[config.mk]
export PLATFORM = sky130hd
export DESIGN_NAME = hazard_stall_ctrl
export DESIGN_NICKNAME = d
export VERILOG_FILES = /design/src/rtl/hazard_stall_ctrl.sv
export SDC_FILE = /design/constraint.sdc
export NUM_CORES = 1
export LEC_CHECK = 0
export ABC_AREA = 0
export CORE_MARGIN = 2
export CORE_UTILIZATION = 42
export CTS_CLUSTER_SIZE = 12
export DETAILED_ROUTE_END_ITERATION = 8
export GPL_ROUTABILITY_DRIVEN = 0
export PLACE_DENSITY = 0.8
export SKIP_CTS_REPAIR_TIMING = 1
export SLEW_MARGIN = 20
export SYNTH_ARGS = -nofsm -noshare
export SYNTH_HDL_FRONTEND = slang
export SYNTH_SLANG_ARGS = --single-unit
[constraint.sdc]
create_clock -name clk -period 2.55 [get_ports clk]
set_input_delay 0.51 -clock clk [delete_from_list [all_inputs] [get_ports clk]]
set_output_delay 0.51 -clock clk [all_outputs]
set_load 0.01 [all_outputs]
[src/rtl/hazard_stall_ctrl.sv]
// Purpose : pipeline hazard sequencer; load-use bubbles, taken-branch flushes, data-memory wait FSM with timeout watchdog.
// Latency : outputs are Mealy (same cycle); load-use = 1 bubble, branch = 1 flushed fetch, memory ack N cycles late = N hold cycles.
// Backpres: memory hold dominates load-use, which dominates branch flush; ERR holds the pipe until reset.
// Ports   : clk/reset_n (async active-low); EX/ID hazard inputs (MemRead_EX, RegWrite_EX, Rd_EX, Rn_ID, Rm_ID, Rd_ID,
//           usesRd_ID, br_taken_ID); memory side (mem_op_MEM, dmem_ack, dmem_req); stage enables (pc_write, ifid_write,
//           ifid_flush, idex_bubble, pipe_hold); status (err_timeout, stall_cnt).
// Config  : define HAZARD_PERF_CNT_EN to build the saturating stall-cycle counter; otherwise stall_cnt is tied to 0.
module hazard_stall_ctrl #(
  parameter int TIMEOUT = 255,
  parameter int CNT_W   = 16
) (
  input  logic             clk,
  input  logic             reset_n,
  input  logic             MemRead_EX,
  input  logic             RegWrite_EX,
  input  logic [4:0]       Rd_EX,
  input  logic [4:0]       Rn_ID,
  input  logic [4:0]       Rm_ID,
  input  logic [4:0]       Rd_ID,
  input  logic             usesRd_ID,
  input  logic             br_taken_ID,
  input  logic             mem_op_MEM,
  input  logic             dmem_ack,
  output logic             pc_write,
  output logic             ifid_write,
  output logic             ifid_flush,
  output logic             idex_bubble,
  output logic             pipe_hold,
  output logic             dmem_req,
  output logic             err_timeout,
  output logic [CNT_W-1:0] stall_cnt
);

  typedef enum logic [1:0] {
    RUN      = 2'd0,
    MEM_WAIT = 2'd1,
    ERR      = 2'd2
  } state_t;

  localparam logic [7:0] TIMEOUT_CNT = 8'(TIMEOUT);

  state_t     state_q, state_d;
  logic [7:0] wait_cnt_q, wait_cnt_d;
  logic       err_q;

  // Load-use: a load in EX targets a register the ID instruction reads.
  // X31 is the zero register, so it never carries a dependency.
  logic ld_ex;
  logic lu;
  assign ld_ex = MemRead_EX & RegWrite_EX & (Rd_EX != 5'd31);
  assign lu    = ld_ex & ((Rn_ID == Rd_EX) |
                          (Rm_ID == Rd_EX) |
                          (usesRd_ID & (Rd_ID == Rd_EX)));

  // Front-end decision when memory is not holding the pipe.
  logic id_pc_write, id_ifid_write, id_ifid_flush, id_idex_bubble;
  always_comb begin
    id_pc_write    = 1'b1;
    id_ifid_write  = 1'b1;
    id_ifid_flush  = 1'b0;
    id_idex_bubble = 1'b0;
    if (lu) begin
      id_pc_write    = 1'b0;
      id_ifid_write  = 1'b0;
      id_idex_bubble = 1'b1;
    end else if (br_taken_ID) begin
      id_ifid_flush  = 1'b1;
    end
  end

  always_comb begin
    state_d     = state_q;
    wait_cnt_d  = wait_cnt_q;
    pc_write    = 1'b1;
    ifid_write  = 1'b1;
    ifid_flush  = 1'b0;
    idex_bubble = 1'b0;
    pipe_hold   = 1'b0;
    dmem_req    = 1'b0;

    case (state_q)
      RUN: begin
        dmem_req = mem_op_MEM;
        if (mem_op_MEM && !dmem_ack) begin
          // First cycle of a slow access already counts as a hold cycle.
          pipe_hold  = 1'b1;
          pc_write   = 1'b0;
          ifid_write = 1'b0;
          state_d    = MEM_WAIT;
          wait_cnt_d = 8'd1;
        end else begin
          wait_cnt_d  = 8'd0;
          pc_write    = id_pc_write;
          ifid_write  = id_ifid_write;
          ifid_flush  = id_ifid_flush;
          idex_bubble = id_idex_bubble;
        end
      end

      MEM_WAIT: begin
        dmem_req = 1'b1;
        if (dmem_ack) begin
          // Release on the ack cycle; the frozen ID instruction is re-examined now.
          state_d     = RUN;
          wait_cnt_d  = 8'd0;
          pc_write    = id_pc_write;
          ifid_write  = id_ifid_write;
          ifid_flush  = id_ifid_flush;
          idex_bubble = id_idex_bubble;
        end else begin
          pipe_hold  = 1'b1;
          pc_write   = 1'b0;
          ifid_write = 1'b0;
          if (wait_cnt_q == TIMEOUT_CNT) begin
            state_d = ERR;
          end else begin
            wait_cnt_d = wait_cnt_q + 8'd1;
          end
        end
      end

      ERR: begin
        pipe_hold  = 1'b1;
        pc_write   = 1'b0;
        ifid_write = 1'b0;
      end

      default: begin
        state_d    = RUN;
        wait_cnt_d = 8'd0;
      end
    endcase

    // While reset is asserted the outputs show reset values immediately,
    // so an in-flight memory request is withdrawn without waiting for a clock.
    if (!reset_n) begin
      pc_write    = 1'b1;
      ifid_write  = 1'b1;
      ifid_flush  = 1'b0;
      idex_bubble = 1'b0;
      pipe_hold   = 1'b0;
      dmem_req    = 1'b0;
    end
  end

  always_ff @(posedge clk or negedge reset_n) begin
    if (!reset_n) begin
      state_q    <= RUN;
      wait_cnt_q <= 8'd0;
      err_q      <= 1'b0;
    end else begin
      state_q    <= state_d;
      wait_cnt_q <= wait_cnt_d;
      if (state_d == ERR) begin
        err_q <= 1'b1;
      end
    end
  end

  assign err_timeout = err_q;

`ifdef HAZARD_PERF_CNT_EN
  // Counts every cycle the PC is frozen, including ERR; saturates at all-ones.
  logic [CNT_W-1:0] stall_cnt_q;
  always_ff @(posedge clk or negedge reset_n) begin
    if (!reset_n) begin
      stall_cnt_q <= '0;
    end else if (!pc_write && (stall_cnt_q != {CNT_W{1'b1}})) begin
      stall_cnt_q <= stall_cnt_q + CNT_W'(1);
    end
  end
  assign stall_cnt = stall_cnt_q;
`else
  assign stall_cnt = '0;
`endif

endmodule

==> metrics.md <==
| Metric | Value |
|---|---|
| Maximum clock path buffer count | 2 |
| Finished Cell Area | 1370 um^2 |
| Most common cell after layout, fill and taps aside | clkdlybuf4s50_1 |
| Worst Skew | 0.00397 ns |
| Power Density | 323 nW/um^2 |
| Clk_lat worst skew | 0.27 ns |
| RSZ-0062 raised after global routing | false |
| Max Slew Vio Count | 0 |
| Final period util | 0.936 |
| Post-synthesis mux area share | 0 |
| Distinct cell type count after synthesis | 35 |
| Routed wire per std cell | 12.9 um |
| Clk slew on worst S/H paths | 0.07 ns |
| ANT cells | 0 |
| Synthesized flop and latch total | 11 |
| Most used DFF post-synth | dfrtp_1 |
| NetSw | 0.126 mW |
| Leak Pwr | 0.636 nW |
| Die area | 2750 um^2 |
| Syn Inst Count | 118 |
| Comb pwr share | 0.320 |
| Critical path endpoint category | output pin |
| Via count | 988 |
| Adder-cell share of the synthesized area | 0.0127 |
| Setup slack, reg-to-reg | 0.97 ns |
| Placed inst area | 1290 um^2 |
| CTS Buf Count | 3 |
| DRC violations left | 0 |
| Nets@finish | 186 |
| Synth Area in Simple Gates | 0.216 |
| Core Region | 2210 um^2 |
| Sw Share | 0.285 |
| Async SR Flop Fraction | 1.00 |
| Critical path startpoint category | input port |
| Post-synth EDFFs | 0 |
| GRT overflow | 0 |
| WP data arrival | 1.88 ns |
| Die width | 52.4 um |
| Power Internal | 0.318 mW |
| Max-Cap Viols | 0 |
| Top-area cell type share of the netlist area | 0.280 |
| Routed Antenna Nets | 0 |
| Std-Cell Rows | 17 |
| Largest cells by area after synthesis | dfrtp_1 (28%), xnor2_1 (14%), buf_4 (13%), nand3_1 (4.6%), a21oi_1 (4.1%) |
| Mapped Area | 985 um^2 |
| Worst path required time | 2.04 ns |
| Dpl hpwl | 1900 um |
| Xor/xnor share of the synthesized area | 0.142 |
| Sequential area share after synthesis | 0.280 |
| Main combinational cell family by area after synthesis | simple AND/OR/NAND/NOR gates |
| Most frequent cells in the layout | clkdlybuf4s50_1 (23), xnor2_1 (16), conb_1 (16) |
| Iteration-0 DRC Markers | 14 |
| Initial antenna violation count | 0 |
| Clk root buf | clkbuf_4 |
| Final core utilization | 0.620 |
| H-tree levels | 1 |
| Top-level port count | 51 |
| Tmin final | 2.39 ns |
| Sequential Power Share | 0.410 |
| Peak supply drop | 0.181 mV |
| Synthesis-to-finish area growth | 39.4% |
| Largest net degree at the start of global routing | 13 |
| CTS tree | done |
| Status | finished, final reports clean |
| IO Port Bufs | 34 |
| Largest area contributor in the synthesized netlist | dfrtp_1 |
| Number of global-route vias before repair | 894 |
| Final setup vio count | 0 |
| Starting Density | 0.445 |
| Setup CP Type | in -> out |
| Worst Hold Slack | 0.290 ns |
| Crit Path Max Fanout | 3 |
| Routed WL | 2370 um |
| Hold crit path type | in -> async |
| First-pass GRT wire length | 3670 um |
| Max Freq | 419 MHz |
| Yosys warns | 0 |
| Via density | 5.37 |
| Synthesized area per cell | 8.34 um^2 |
| Layout cell share with drive strength beyond 1 | 0.103 |
| Gr usage total | 0.178 |
| # clock sinks | 11 |
| First-pass detailed-route iteration total | 4 |
| Compound-Gate Fraction of Synth Area | 0.192 |
| Hold Fails Final Rpt | 0 |
| DIE HEIGHT | 52.4 um |
| Clk pwr share | 0.270 |
==> through the flow <==
step                      setup WS [ns]  setup TNS (ns)  cells  total power, mW
after floorplan                   0.508               0    133            0.267
after global placement           -0.297           -1.08    179            0.322
after detailed placement         -0.294           -1.11    179            0.325
after CTS                        -0.299           -1.14    183            0.447
after global routing             0.0521               0    184            0.477
final                             0.164               0    184            0.444
==> kinds of logic after synthesis <==
| group | count (synthesis) |
|---|---|
| simple gates | 38 |
| compound gates | 30 |
| buf+inv | 21 |
| xor+xnor | 16 |
| flops | 11 |
| fa+ha+maj | 1 |
| other cells | 1 |
==> registers in the layout (all words and copies together), names as in the netlist <==
| register | count |
|---|---|
| err_timeout | 1 |
| state_q | 2 |
| wait_cnt_q | 8 |
==> worst max-delay path, cell delays in order <==
cell,delay [ns]
clkdlybuf4s50_1,0.44
o21ba_2,0.24
nor2_1,0.17
buf_4,0.15
nand4_1,0.08
o31ai_1,0.08
dlymetal6s2s_1,0.21
==> path summary, 6_finish.rpt <==
kind | from | depth (start not counted) | to
worst max-delay path | mem_op_MEM | 7 | ifid_flush
worst min-delay path | reset_n | 2 | state_q[0]$_DFF_PN0_
worst max register to register | wait_cnt_q[0]$_DFFE_PN0P_ | 5 | err_timeout$_DFFE_PN0N_
worst min register to register | err_timeout$_DFFE_PN0N_ | 1 | err_timeout$_DFFE_PN0N_
max in group asynchronous | reset_n | 2 | wait_cnt_q[2]$_DFFE_PN0P_
min in group clk | err_timeout$_DFFE_PN0N_ | 1 | err_timeout$_DFFE_PN0N_
==> synthesized netlist by cell type (2+ instances only) <==
master / number
nand2_1: 7
and2_1: 2
xnor2_1: 16
buf_4: 17
a21oi_1: 8
nand3_1: 9
inv_1: 2
a31oi_1: 5
nand4_1: 2
dfrtp_1: 11
o31ai_1: 2
nor2_1: 7
o21ai_0: 7
nor4b_1: 2
==> layout make-up <==
type / instances / area (um^2)
inverters: 2 / 7.51
well taps: 28 / 35.0
clock buffers: 4 / 26.3
repair buffers: 38 / 402
fillers: 195 / 840
flip-flops and latches: 11 / 275
multi-input cells: 101 / 627
==> per-layer routing <==
metal | part of all wire | global-route usage
met2 | 0.50 | 0.304
met5 | 0 | 0
met4 | 0.010 | 0.0598
met1 | 0.40 | 0.201
met3 | 0.098 | 0.0686
==> power groups by stage <==
| stage | Sequential, mW | Clock, mW | Combinational (mW) |
|---|---|---|---|
| finish | 0.182 | 0.120 | 0.142 |
| global route | 0.182 | 0.139 | 0.155 |
| detailed placement | 0.185 | 0 | 0.140 |
| floorplan | 0.184 | 0 | 0.0826 |
| CTS | 0.182 | 0.125 | 0.140 |
| global placement | 0.185 | 0 | 0.137 |
No activity file was read; power rests on OpenSTA's default activity.
